`src/rtl/uart_tx.sv`:
```
`default_nettype none
// ============================================================================
// Module   : uart_tx
// Brief    : 8N1 UART transmitter, LSB first, fed by a small byte FIFO.
// Revision : 1.0  initial release
// ============================================================================
module uart_tx #(
    parameter int BAUD_CNT_END = 5208,
    parameter int FIFO_AW      = 4
) (
    input  logic               sclk,
    input  logic               rst_n,
    input  logic [7:0]         pi_data,
    input  logic               pi_flag,
    output logic               tx,
    output logic               busy,
    output logic               full,
    output logic [FIFO_AW:0]   fifo_cnt,
    output logic               ovf_flag
);

    localparam int                  c_BAUD_W    = $clog2(BAUD_CNT_END);
    localparam logic [c_BAUD_W-1:0] c_BAUD_LAST = c_BAUD_W'(BAUD_CNT_END - 1);
    localparam logic [FIFO_AW:0]    c_DEPTH     = {1'b1, {FIFO_AW{1'b0}}};

    typedef enum logic [1:0] {
        S_IDLE  = 2'd0,
        S_START = 2'd1,
        S_DATA  = 2'd2,
        S_STOP  = 2'd3
    } state_t;

    logic [7:0]          r_mem [2**FIFO_AW];
    logic [FIFO_AW-1:0]  r_wr_ptr;
    logic [FIFO_AW-1:0]  r_rd_ptr;
    logic [FIFO_AW:0]    r_cnt;
    logic [FIFO_AW:0]    w_cnt_nxt;
    logic                r_full;
    logic                r_ovf;
    logic                w_empty;
    logic                w_push;
    logic                w_pop;
    logic [7:0]          w_head;

    state_t              r_state;
    state_t              w_state_nxt;
    logic [c_BAUD_W-1:0] r_baud_cnt;
    logic [c_BAUD_W-1:0] w_baud_cnt_nxt;
    logic [2:0]          r_bit_cnt;
    logic [2:0]          w_bit_cnt_nxt;
    logic [7:0]          r_shift;
    logic [7:0]          w_shift_nxt;
    logic                r_tx;
    logic                w_tx_nxt;
    logic                w_baud_end;

    // ------------------------------------------------------------------------
    // Byte FIFO: a push into a full FIFO is still accepted when a pop frees
    // the slot on the same edge.
    // ------------------------------------------------------------------------
    assign w_empty = (r_cnt == '0);
    assign w_head  = r_mem[r_rd_ptr];
    assign w_push  = pi_flag && ((r_cnt != c_DEPTH) || w_pop);

    always_comb begin
        w_cnt_nxt = r_cnt;
        case ({w_push, w_pop})
            2'b10:   w_cnt_nxt = r_cnt + (FIFO_AW+1)'(1);
            2'b01:   w_cnt_nxt = r_cnt - (FIFO_AW+1)'(1);
            default: w_cnt_nxt = r_cnt;
        endcase
    end

    always_ff @(posedge sclk) begin
        if (w_push) begin
            r_mem[r_wr_ptr] <= pi_data;
        end
    end

    always_ff @(posedge sclk or negedge rst_n) begin
        if (!rst_n) begin
            r_wr_ptr <= '0;
            r_rd_ptr <= '0;
            r_cnt    <= '0;
            r_full   <= 1'b0;
            r_ovf    <= 1'b0;
        end else begin
            if (w_push) begin
                r_wr_ptr <= r_wr_ptr + FIFO_AW'(1);
            end
            if (w_pop) begin
                r_rd_ptr <= r_rd_ptr + FIFO_AW'(1);
            end
            r_cnt  <= w_cnt_nxt;
            r_full <= (w_cnt_nxt == c_DEPTH);
            r_ovf  <= pi_flag && !w_push;
        end
    end

    // ------------------------------------------------------------------------
    // Frame sequencer
    // ------------------------------------------------------------------------
    assign w_baud_end = (r_baud_cnt == c_BAUD_LAST);

    always_ff @(posedge sclk or negedge rst_n) begin
        if (!rst_n) begin
            r_state    <= S_IDLE;
            r_baud_cnt <= '0;
            r_bit_cnt  <= '0;
            r_shift    <= '0;
            r_tx       <= 1'b1;
        end else begin
            r_state    <= w_state_nxt;
            r_baud_cnt <= w_baud_cnt_nxt;
            r_bit_cnt  <= w_bit_cnt_nxt;
            r_shift    <= w_shift_nxt;
            r_tx       <= w_tx_nxt;
        end
    end

    always_comb begin
        w_state_nxt    = r_state;
        w_bit_cnt_nxt  = r_bit_cnt;
        w_shift_nxt    = r_shift;
        w_tx_nxt       = r_tx;
        w_pop          = 1'b0;
        w_baud_cnt_nxt = '0;
        if (r_state != S_IDLE && !w_baud_end) begin
            w_baud_cnt_nxt = r_baud_cnt + c_BAUD_W'(1);
        end

        case (r_state)
            S_IDLE: begin
                w_tx_nxt = 1'b1;
                if (!w_empty) begin
                    w_pop       = 1'b1;
                    w_shift_nxt = w_head;
                    w_tx_nxt    = 1'b0;
                    w_state_nxt = S_START;
                end
            end
            S_START: begin
                if (w_baud_end) begin
                    w_state_nxt   = S_DATA;
                    w_bit_cnt_nxt = 3'd0;
                    w_tx_nxt      = r_shift[0];
                end
            end
            S_DATA: begin
                if (w_baud_end) begin
                    if (r_bit_cnt == 3'd7) begin
                        w_state_nxt = S_STOP;
                        w_tx_nxt    = 1'b1;
                    end else begin
                        w_shift_nxt   = {1'b0, r_shift[7:1]};
                        w_bit_cnt_nxt = r_bit_cnt + 3'd1;
                        w_tx_nxt      = r_shift[1];
                    end
                end
            end
            S_STOP: begin
                if (w_baud_end) begin
                    // Back-to-back frames: next start bit begins with no idle gap.
                    if (!w_empty) begin
                        w_pop       = 1'b1;
                        w_shift_nxt = w_head;
                        w_tx_nxt    = 1'b0;
                        w_state_nxt = S_START;
                    end else begin
                        w_tx_nxt    = 1'b1;
                        w_state_nxt = S_IDLE;
                    end
                end
            end
            default: begin
                w_state_nxt = S_IDLE;
                w_tx_nxt    = 1'b1;
            end
        endcase
    end

    assign tx       = r_tx;
    assign busy     = (r_state != S_IDLE) || !w_empty;
    assign full     = r_full;
    assign fifo_cnt = r_cnt;
    assign ovf_flag = r_ovf;

endmodule
`default_nettype wire

```
`config.mk`:
```
export PLATFORM = sky130hd
export DESIGN_NAME = uart_tx
export DESIGN_NICKNAME = d
export VERILOG_FILES = /design/src/rtl/uart_tx.sv
export SDC_FILE = /design/constraint.sdc
export NUM_CORES = 1
export LEC_CHECK = 0
export ABC_AREA = 0
export CAP_MARGIN = 20
export CELL_PAD_IN_SITES_DETAIL_PLACEMENT = 1
export CELL_PAD_IN_SITES_GLOBAL_PLACEMENT = 2
export CORE_MARGIN = 2
export CORE_UTILIZATION = 51
export DETAILED_ROUTE_END_ITERATION = 6
export PLACE_DENSITY = 0.95
export SYNTH_ARGS = -nofsm -noshare
export SYNTH_HDL_FRONTEND = slang
export SYNTH_SLANG_ARGS = --single-unit
```
`constraint.sdc`:
```
create_clock -name sclk -period 6.04 [get_ports sclk]
set_input_delay 1.208 -clock sclk [delete_from_list [all_inputs] [get_ports sclk]]
set_output_delay 1.208 -clock sclk [all_outputs]
set_load 0.005 [all_outputs]
```
==> After elaboration in Yosys (flattened, before gate mapping) <==
Memories as Yosys holds them, arrays and structs flattened.
Cells that the tools add are included.
{ "totals": {"regBits": 42, "ramBits": 128, "out_inout_bits": 9, "word_cells": 78, "mem_count": 1} }
{ "mem_list": {"columns": ["name", "depth", "width", "rd", "rd_clocked_by_memory_dff", "wr", "line", "source"], "rows": [
  ["r_mem", 16, 8, 1, 0, 1, "33", "logic [7:0] r_mem [2**FIFO_AW];"]
]} }
{ "op_classes": {"addsub": 6, "n_eq_ne": 15, "n_mux": 29, "reduce_logical": 17} }
{ "ops": {"columns": ["cell", "n"], "rows": [
  ["two-way mux 8 bit", 4],
  ["one-hot mux 8 bit (3 select lines)", 1],
  ["adder 13 x 1 -> 13 bit, second input constant", 1],
  ["== test 13 bit, second input constant", 1],
  ["two-way mux 13 bit", 1],
  ["inequality test 2 bit, second input constant", 6],
  ["two-way mux 1 bit", 10],
  ["two-way mux 2 bit", 5],
  ["one-hot mux 5 bit (2 select lines)", 1],
  ["two-way mux 3 bit", 3],
  ["adder 4 x 1 -> 4 bit, second input constant", 2],
  ["one-hot mux 2 bit (4 select lines)", 1],
  ["AND reduction 4 bit", 2],
  ["== test 2 bit, second input constant", 3],
  ["one-hot mux 3 bit (2 select lines)", 1],
  ["adder 5 x 1 -> 5 bit, second input constant", 1],
  ["== test 5 bit, second input constant", 1],
  ["logical NOT 5 bit", 1],
  ["inequality test 5 bit, second input constant", 1],
  ["AND reduction 5 bit", 1],
  ["subtractor 5 x 1 -> 5 bit, second input constant", 1],
  ["== test 2 x 1 -> 1 bit, second input constant", 2],
  ["one-hot mux 1 bit (4 select lines)", 1],
  ["nonzero test 2 bit", 2],
  ["other kinds (9)", 14]
]} }

==> Logic depth before layout (Yosys ltp) <==
Gate-level depths: netlist of run 1.
{ "depth": {"word_depth": 9, "mapped_depth": 12, "ltp_nobuf": 11} }

==> Worst setup path after synthesis of run 1 <==
OpenSTA, ideal clock, no wires.
{ "synth_timing": {"kind": "input -> register", "from": "input pi_flag", "to": "register r_full (netlist: full)", "setup_ns": 0.101, "arrival_ns": 3.184, "path_slack_ns": 2.755, "cell_stages": 9, "path_buffers": 0, "path_cell_list": "a211oi_1 nand2_1 inv_1 ha_1 o21a_1 or4b_2 a32oi_1 o311ai_0 nor4_1"} }
{ "synth_between": {"elab_chain_len": 4, "elab_cells_between_ends": 5, "cone_classes": "eq/ne: 3; mux: 1; reduce/logical: 1"} }
{ "synth_lines": {"columns": ["item", "line", "source"], "rows": [
  ["from (decl)", "14", "input logic pi_flag,"],
  ["logical AND 1 bit *", "63", "assign w_push = pi_flag && ((r_cnt != c_DEPTH) || w_pop);"],
  ["== test 2 x 1 -> 1 bit / == test 2 bit (equally long branches)", "67", "case ({w_push, w_pop})"],
  ["one-hot mux 5 bit (2 select lines) *", "67", null],
  ["== test 5 bit *", "95", "r_full <= (w_cnt_nxt == c_DEPTH);"],
  ["to (signal assigned)", "95", null],
  ["to (decl)", "38", "logic r_full;"]
]} }
Mark *: on every way between the ends. The rest lies on a longest branch, timed or not.
A chain may end at the register's enable or synchronous reset.

==> Final worst setup path of run 1 <==
Ends and elaborated chain as after synthesis.

==> flow_metrics.py, run 1 <==
metrics = {
    "timing": {
        "setup_viol": 0,
        "slew_headroom_pct": 31.32,
        "min_period_ns": 4.009,
        "hold_viol": 0,
        "fmax_ghz": 0.2495,
        "tightest_slew_ns": 1.030,
        "fin_skew_ns": 0.008379,
        "tns_ns": 0,
        "rsz0062_at_grt": "no",
        "final_max_slew_viol_count": 0,
        "period_share_pct": 66.37,
    },
    "detailed_routing": {
        "routed_wl_um": 15580,
        "drt_iter0_drc": 387,
        "avgRoutedWirePerCell_um": 23.79,
        "route.detailed.drc": 0,
        "routed_via_density": 6.008,
        "drtAntennaViolNets": 0,
        "first_pass_iters": 5,
        "num_vias": 3935,
    },
    "cts": {
        "htree_num_levels": 4,
        "clkTransAtPathRegs_ns": 0.06,
        "cts_sinks": 170,
        "clockBufferDepth": 2,
        "cts_buffers": 17,
        "cts_resized": 0,
        "cts_root_buf": "clkbuf_16",
        "holdBufCountCts": 0,
        "cts_tree": "yes",
        "clock_latency_ns": 0.43,
        "postCtsSetupBuffers": 0,
    },
    "placement": {
        "gp_congestion": 0.8539,
        "dp_hpwl_um": 10340,
        "port-buffer-count": 19,
    },
    "power": {
        "p_leak_nw": 3.029,
        "ir_worst_vdd_uv": 285.0,
        "power-per-cell-area_nw_per_um2": 342.6,
        "power_mw": 2.866,
    },
    "synthesis": {
        "synth_ff_type": "edfxtp_1",
        "synth_area_leaders": "edfxtp_1, dfrtp_1, mux4_1",
        "synthCells": 433,
        "yosys_warnings": 0,
        "synthArstFlopShare_pct": 24.71,
        "synth_cell_type_count": 64,
        "seq_area_frac_synth_pct": 65.54,
        "synth.avg_cell_area_um2": 17.25,
        "synth_common_cells": "edfxtp_1, dfrtp_1, nor2_1",
        "yosysMostFrequentCell": "edfxtp_1",
        "syn_nets": 460,
        "synthesis.area_um2": 7470,
        "synth_edf_count": 128,
        "synth_top_area_share_pct": 51.46,
        "netlist.top_cell.by_area": "edfxtp_1",
        "synth-seq-cells": 170,
    },
    "setup_path": {
        "crit_buf_inv": 2,
        "path_max_fanout": 13,
        "path_class": "in -> reg",
        "max_stage_delay_ns": 0.66,
        "crit_family": "compound AO/OA/AOI/OAI gates",
        "end_kind": "flip-flop",
        "worstPathRequired_ns": 6.36,
        "path_cells": "clkdlybuf4s50_1, a211oi_1, nand2_1, inv_1, ha_1, o21a_1, or4b_2, a32oi_1, o311ai_0, nor4_1",
        "start_kind": "primary input",
        "critPathArrivalTime_ns": 4.33,
        "crit_path_top_delay_cell": "clkdlybuf4s50_1",
    },
    "global_routing": {
        "antenna_found_initial": 0,
        "grt_pass1_wl_um": 25290,
        "grt_pass1_vias": 4364,
        "gr-total-overflow": 0,
        "grt_use_total_pct": 21.67,
        "grt_max_degree": 43,
    },
    "min_path": {
        "hold_path_class": "reg -> reg",
    },
    "layout": {
        "syn_to_final_growth_pct": 11.98,
        "drive_above_1_share_pct": 15.29,
        "fin_nets": 485,
        "antenna_cells": 0,
    },
    "die": {
        "dieArea_um2": 15630,
        "initial_core_util_pct": 51.79,
        "rows": 44,
        "ios": 20,
        "core-area_um2": 14420,
        "dieHeight_um": 125.0,
        "die_w_um": 125.0,
    },
    "flow_run": {
        "max_cap_viol_count": 0,
    },
    "status": {
        "status": "completed",
    },
}
## final cells by class
class                      instances  area [µm²]
clock inverter                    14       112.6
inverter                          12       45.04
multi-input combinational        232        2407
fill                            1289        6060
timing repair buffer              25       242.7
clock buffer                      18       429.2
sequential                       170        4897
tap                              184       230.2
## flip-flops by register name (all words and copies together) (netlist names)
name,count
r_bit_cnt,3
full,1
tx,1
r_mem,128
r_state,2
r_shift,8
fifo_cnt,5
r_baud_cnt,13
ovf_flag,1
r_wr_ptr,4
r_rd_ptr,4
## cells by family (layout without fill, tap and decap cells)
logic type | count (synthesis) | in the layout | share of synthesized area (%)
AOI/OAI and AO/OA | 48 | 48 | 5.126
xor gates and xnor gates | 21 | 21 | 2.462
adders and majority gates | 16 | 16 | 2.781
buffers and inverters | 31 | 69 | 2.228
DFF | 170 | 170 | 65.54
muxes | 49 | 49 | 14.15
and+or+nand+nor | 98 | 98 | 7.705
## metal layers
layer	up-vias	global-route usage [%]	wire length (µm)
li1	1783	-	-
met1	2031	28.01	6605
met2	90	35.29	7941
met3	31	6.162	672
met4	0	8.105	363
met5	-	0	0
## per-stage QoR
stage	hold WS (ns)	instances	setup slack, ns	cell area (µm²)	utilization, %
after global placement	0.4734	622	1.855	7802	54.09
after detailed placement	0.4834	622	1.628	7802	54.09
after global routing	0.5145	655	1.720	8364	57.99
final	0.4881	655	2.031	8364	57.99
after CTS	0.4923	654	2.085	8344	57.85
after floorplan	0.4535	433	2.755	7470	-
## where the power goes
group / internal [mW] / switching, mW
combinational: 0.176 / 0.210
clock: 0.536 / 0.473
sequential: 1.38 / 0.0897
total: 2.09 / 0.773
## path summary, 6_finish.rpt
| check | startpoint | endpoint | slack [ns] | cells past startpoint |
|---|---|---|---|---|
| max | pi_flag | full$_DFF_PN0_ | 2.03 | 10 |
| min | r_baud_cnt[0]$_DFF_PN0_ | r_baud_cnt[0]$_DFF_PN0_ | 0.49 | 1 |
| max reg2reg | r_state[0]$_DFFE_PN0P_ | full$_DFF_PN0_ | 2.54 | 11 |
| min reg2reg | r_baud_cnt[0]$_DFF_PN0_ | r_baud_cnt[0]$_DFF_PN0_ | 0.49 | 1 |
| max in group asynchronous | rst_n | tx$_DFFE_PN1P_ | 4.88 | 2 |
| min in group asynchronous | rst_n | r_wr_ptr[3]$_DFFE_PN0P_ | 0.64 | 1 |
## cell usage in the layout (no fill, tap or decap), types with 10 or more instances in the layout
cell type / instances
edfxtp_1: 128
dfrtp_1: 40
nor2_1: 31
mux4_1: 20
mux4_2: 19
clkdlybuf4s50_1: 18
clkbuf_16: 17
nand2_1: 15
ha_1: 15
inv_1: 12
a21oi_1: 12
xnor2_1: 11
nand3_1: 10
xor2_1: 10
Power figures use the tool's default switching activity.
==> run 2, diff against run 1 <==
Settings changed: CORE_UTILIZATION 51 to 42, PLACE_DENSITY 0.95 to 0.85.
Clock period 6.04 ns to 3.25 ns, I/O delays scaled along.
==> flow_metrics.py, run 2 (synthesized netlist as in run 1, its figures left out) <==
metrics = {
    "timing": {
        "tightest_slew_ns": 0.7857,
        "fin_skew_ns": 0.01232,
        "min_period_ns": 3.100,
        "hold_viol": 0,
        "tns_ns": 0,
        "setup_slack_ns": 0.1500,
        "setup_viol": 0,
        "slew_headroom_pct": 47.62,
        "whs_ns": 0.01456,
        "final_max_slew_viol_count": 0,
        "fmax_ghz": 0.3226,
        "period_share_pct": 95.38,
    },
    "detailed_routing": {
        "drt_iter0_drc": 220,
        "dr_wl_met2_um": 8443,
        "first_pass_iters": 4,
        "routed_wl_um": 15840,
        "met1_length_um": 6491,
        "routed_via_density": 5.719,
        "avgRoutedWirePerCell_um": 22.21,
        "drtAntennaViolNets": 0,
        "wl_met3_um": 604,
        "route.detailed.drc": 0,
        "top_layer": "met4",
        "num_vias": 4078,
    },
    "placement": {
        "port-buffer-count": 19,
        "placed_cells": 675,
        "dp_hpwl_um": 10580,
        "gp_congestion": 0.8182,
        "post-place-ws_ns": -0.1181,
        "placed_area_um2": 7981,
    },
    "layout": {
        "final_cells": 713,
        "regMostFlops": "r_mem",
        "final_cell_area_um2": 8718,
        "syn_to_final_growth_pct": 16.72,
        "layout_common_cells": "edfxtp_1, dfrtp_1, nor2_1, buf_4, mux4_1",
        "reg_top3": "r_mem x128, r_baud_cnt x13, r_shift x8",
        "fillers": 1602,
        "antenna_cells": 0,
        "fin_nets": 502,
        "utilization_pct": 50.23,
        "largest_reg_flops": 128,
        "drive_above_1_share_pct": 21.52,
        "final_common_cell": "edfxtp_1",
    },
    "global_routing": {
        "gr-total-overflow": 0,
        "grt_pass1_vias": 4345,
        "antenna_found_initial": 0,
        "grt_pass1_wl_um": 24700,
        "grt_use_total_pct": 18.18,
        "grt_max_degree": 43,
    },
    "die": {
        "dieArea_um2": 18870,
        "die_w_um": 137.4,
        "initial_core_util_pct": 43.04,
        "dieHeight_um": 137.4,
        "ios": 20,
        "rows": 48,
        "core-area_um2": 17360,
    },
    "cts": {
        "cts_tree": "yes",
        "cts_root_buf": "clkbuf_16",
        "clockBufferDepth": 2,
        "clkTransAtPathRegs_ns": 0.07,
        "cts_sinks": 170,
        "cts_buffers": 17,
        "clock_latency_ns": 0.44,
        "htree_num_levels": 4,
    },
    "power": {
        "ir_worst_vdd_uv": 513.9,
        "p_leak_nw": 3.150,
        "power-per-cell-area_nw_per_um2": 639.3,
        "power_mw": 5.574,
    },
    "setup_path": {
        "worstReg2RegEnd": "full$_DFF_PN0_",
        "r2r_cells": 11,
        "crit_path_top_delay_cell": "or4b_2",
        "cp-startpoint": "r_state[0]$_DFFE_PN0P_",
        "path_max_fanout": 4,
        "reg2reg_slack_ns": 0.15,
        "path_class": "reg -> reg",
        "max_stage_delay_ns": 0.63,
        "rr_startpoint": "r_state[0]$_DFFE_PN0P_",
        "start_kind": "flip-flop",
        "end_kind": "flip-flop",
        "worstPathRequired_ns": 3.59,
        "critPathArrivalTime_ns": 3.44,
        "crit_buf_inv": 2,
        "crit_family": "simple AND/OR/NAND/NOR gates",
        "path_cells": "buf_4, ha_2, a41o_1, nand2_2, inv_2, ha_1, o21a_1, or4b_2, a32oi_1, o311ai_1, nor4_1",
    },
    "status": {
        "status": "completed",
    },
    "flow_run": {
        "max_cap_viol_count": 0,
    },
    "min_path": {
        "hold_path_class": "in -> async",
    },
}
run 2: worst max path at each step:
stage / to / slack (ns) / depth (start not counted)
2_1_floorplan: full$_DFF_PN0_ / 0.27 / 12
3_3_place_gp: full$_DFF_PN0_ / -0.04 / 10
3_5_place_dp: full$_DFF_PN0_ / -0.12 / 10
4_1_cts: full$_DFF_PN0_ / 0.06 / 11
5_1_grt: full$_DFF_PN0_ / -0.02 / 11
6_report: full$_DFF_PN0_ / 0.15 / 11
run 2: routing by layer:
metal | global-route usage, % | vias up
met4 | 6.701 | 0
met2 | 31.59 | 80
met5 | 0 | -
met1 | 22.31 | 2162
li1 | - | 1811
met3 | 3.974 | 25
run 2: power by group:
group	switching [mW]	internal, mW
Clock	0.993	1.05
Sequential	0.170	2.56
Combinational	0.426	0.375
Total	1.59	3.98
run 2: cell type report:
class                      count  area, µm²  area share (%)
timing repair buffer          42      382.9           4.392
clock buffer                  17      425.4           4.879
multi-input combinational    232       2492           28.59
sequential                   170       4900           56.20
tap                          225      281.5           3.229
clock inverter                15      191.4           2.196
inverter                      12      45.04          0.5166
run 2: timing repair:
item / in CTS / in global routing
hold buffers: 0 / 0
resized for setup: 0 / 14
setup buffers: 0 / 5
setup endpoints to repair: 0 / 1
==> RTL change: new RTL, config.mk and constraints of run 2 <==
Change the parameter `BAUD_CNT_END` from 5208 to 2604.
--- a/src/rtl/uart_tx.sv
+++ b/src/rtl/uart_tx.sv
@@ -5,7 +5,7 @@
 // Revision : 1.0  initial release
 // ============================================================================
 module uart_tx #(
-    parameter int BAUD_CNT_END = 5208,
+    parameter int BAUD_CNT_END = 2604,
     parameter int FIFO_AW      = 4
 ) (
     input  logic               sclk,
Formal check against the unedited RTL: no difference found for any inputs over 10 cycles, from zero or initial values and one cycle with rst_n low; that may be too few to reach the edited logic, so the function may still have changed.
==> RTL change against run 2 <==
Synthesized cell count down 0.92%; sequential cell count down 1; non-clock buffer count down 15; fmax up 1.6%; wire length down 3.9%; die area down 3.8%; worst setup slack better by 0.048 ns; core utilization down 0.69 points; critical path type unchanged; area after synthesis down 3.9%; final area down 5.4%; hold slack better by 0.080 ns; via count down 6.1%; global-route usage up 0.22 points.
Power is not compared: it rests on default switching activity, and its combinational part moved more than twofold at a synthesized area within 25%.
==> RTL change: results (changes against run 2) <==
CTS
The maximum level of the CTS H-tree is 4 (unchanged). The number of gates given a new drive strength after cts is 1 (+1). The worst-case clock buffer depth is 2 (unchanged).

Layout
In the final layout, the registers with the most flip-flops are r_mem (128), r_baud_cnt (12), r_shift (8). The final net count was 485 (-3.4%). The layout cell share with drive strength beyond 1 is 19.7% (-1.8 points).

Synthesis
The post-synthesis async set-or-reset flop share is 24.3% (-0.45 points). The average cell area after synthesis was 16.7 µm² (-3.0%). The distinct cell type count of the synthesized netlist is 52 (-19%). By area the synthesized netlist is led by edfxtp_1 54%, dfrtp_1 14%, mux4_2 12%. The net count after synthesis is 456 (-0.87%). Counting instances in the post-synthesis netlist gives the leading cell types as 128 x edfxtp_1, 40 x dfrtp_1, 39 x mux4_2.

The register area share after synthesis is 67.8% (+2.3 points).

Detailed routing
The routed wire length is 15200 µm (-3.9%). The initial detailed-routing violation count came to 266 (+21%). The number of vias after detailed routing was 3830 (-6.1%).

The routed wire length per instance is 22.0 µm (-0.81%).

Critical path
The launch point of the worst reg-to-reg path is r_baud_cnt[0]. The path depth of the worst reg2reg path is 12 (+1). The maximum fanout along the worst path is 5 (+1).

The endpoint arrival time on the critical path is 3.36 ns (-0.08 ns). The worst setup slack for register-to-register paths was 0.20 ns (+0.05 ns).

GRT
The total global routing track utilization is 18.4% (+0.22 points). The largest net degree at the start of global routing is 42 (-2.3%). The via count of the first global-routing pass was 4312 (-0.76%). The first-pass GRT wire length is 24700 µm (-0.14%).

Run status
The run finished with clean final reports.

Placed design
The HPWL after detailed placement came to 9900 µm (-6.5%). The number of cells in the design after placement is 658 (-2.5%). The final RePlAce weighted congestion is 0.745 (-8.9%).

Timing
The worst slew margin relative to its limit is 60.1% (+12 points). The largest clock skew in the final design is 0.0104 ns (-0.00195 ns).

Power
VDD sags by at most roughly 0.6 mV.
RTL change: changes by cell type after synthesis, moves of 4 or more:
cell / before / now
a21oi_1: 12 / 7
and2_1: 0 / 10
and4b_1: 9 / 1
mux2i_1: 7 / 2
mux4_1: 20 / 0
mux4_2: 19 / 39
nand2_1: 15 / 31
nand3_1: 10 / 5
nor2_1: 31 / 27
nor4b_1: 5 / 0
o21ai_0: 4 / 9
RTL change: layer usage:
metal	GRT usage, %	part of all wire, %
met5	0	0
met4	5.03	1.1
met3	4.24	2.8
met2	32.0	53
met1	23.3	44
RTL change: metrics by stage:
step | instance area [µm²] | setup slack, ns | hold slack (ns) | util (%)
floorplan | 7180 | 0.272 | 0.354 | -
global placement | 7620 | 0.209 | 0.463 | 45.8
detailed placement | 7620 | 0.0415 | 0.483 | 45.8
CTS | 8220 | 0.0896 | 0.421 | 49.4
global route | 8240 | 0.0135 | 0.0970 | 49.5
finish | 8240 | 0.198 | 0.0943 | 49.5
RTL change: worst max path at each step:
| stage | start | endpoint | slack (ns) | depth (start not counted) |
|---|---|---|---|---|
| finish | r_baud_cnt[0] | full | 0.20 | 12 |
| global route | r_baud_cnt[0] | full | 0.01 | 11 |
| CTS | r_baud_cnt[0] | full | 0.09 | 12 |
| detailed placement | r_baud_cnt[0] | full | 0.04 | 12 |
| global placement | r_baud_cnt[0] | full | 0.21 | 12 |
| floorplan | r_baud_cnt[0] | full | 0.27 | 13 |
RTL change: cells by family after synthesis:
kind of cell | count (synthesis) | synth area share (%)
compound gates | 48 | 4.58
simple gates | 105 | 7.55
flops | 169 | 67.8
mux | 44 | 13.1
xor+xnor | 18 | 2.20
buf+inv | 29 | 1.80
fa+ha+maj | 16 | 2.89
RTL change: area by class of cell:
cell class,count,area (µm²)
inverters,12,45.0
clock buffers,17,425
clock inverters,15,166
repair buffers,27,270
fillers,1560,8400
multi-input cells,231,2190
well taps,220,275
flip-flops and latches,169,4870
RTL change: worst max-delay path: stages, from the launching register on:
cell and delay, ns:
dfrtp_1 0.40, ha_2 0.24, and4bb_1 0.24, a41oi_2 0.18, or3_1 0.45, nor2_4 0.18
ha_1 0.31, a21o_1 0.19, a21o_1 0.21, and2_1 0.16, mux2i_1 0.14, o21ai_1 0.10
o2111a_1 0.14
RTL change: power groups by stage:
stage | Clock, mW | Sequential (mW) | Combinational, mW
after CTS | 2.09 | 2.94 | 2.49
after global routing | 2.17 | 2.98 | 2.72
after floorplan | 0 | 2.88 | 1.81
after detailed placement | 0 | 2.99 | 2.45
final | 2.06 | 2.94 | 2.46
after global placement | 0 | 2.95 | 2.33
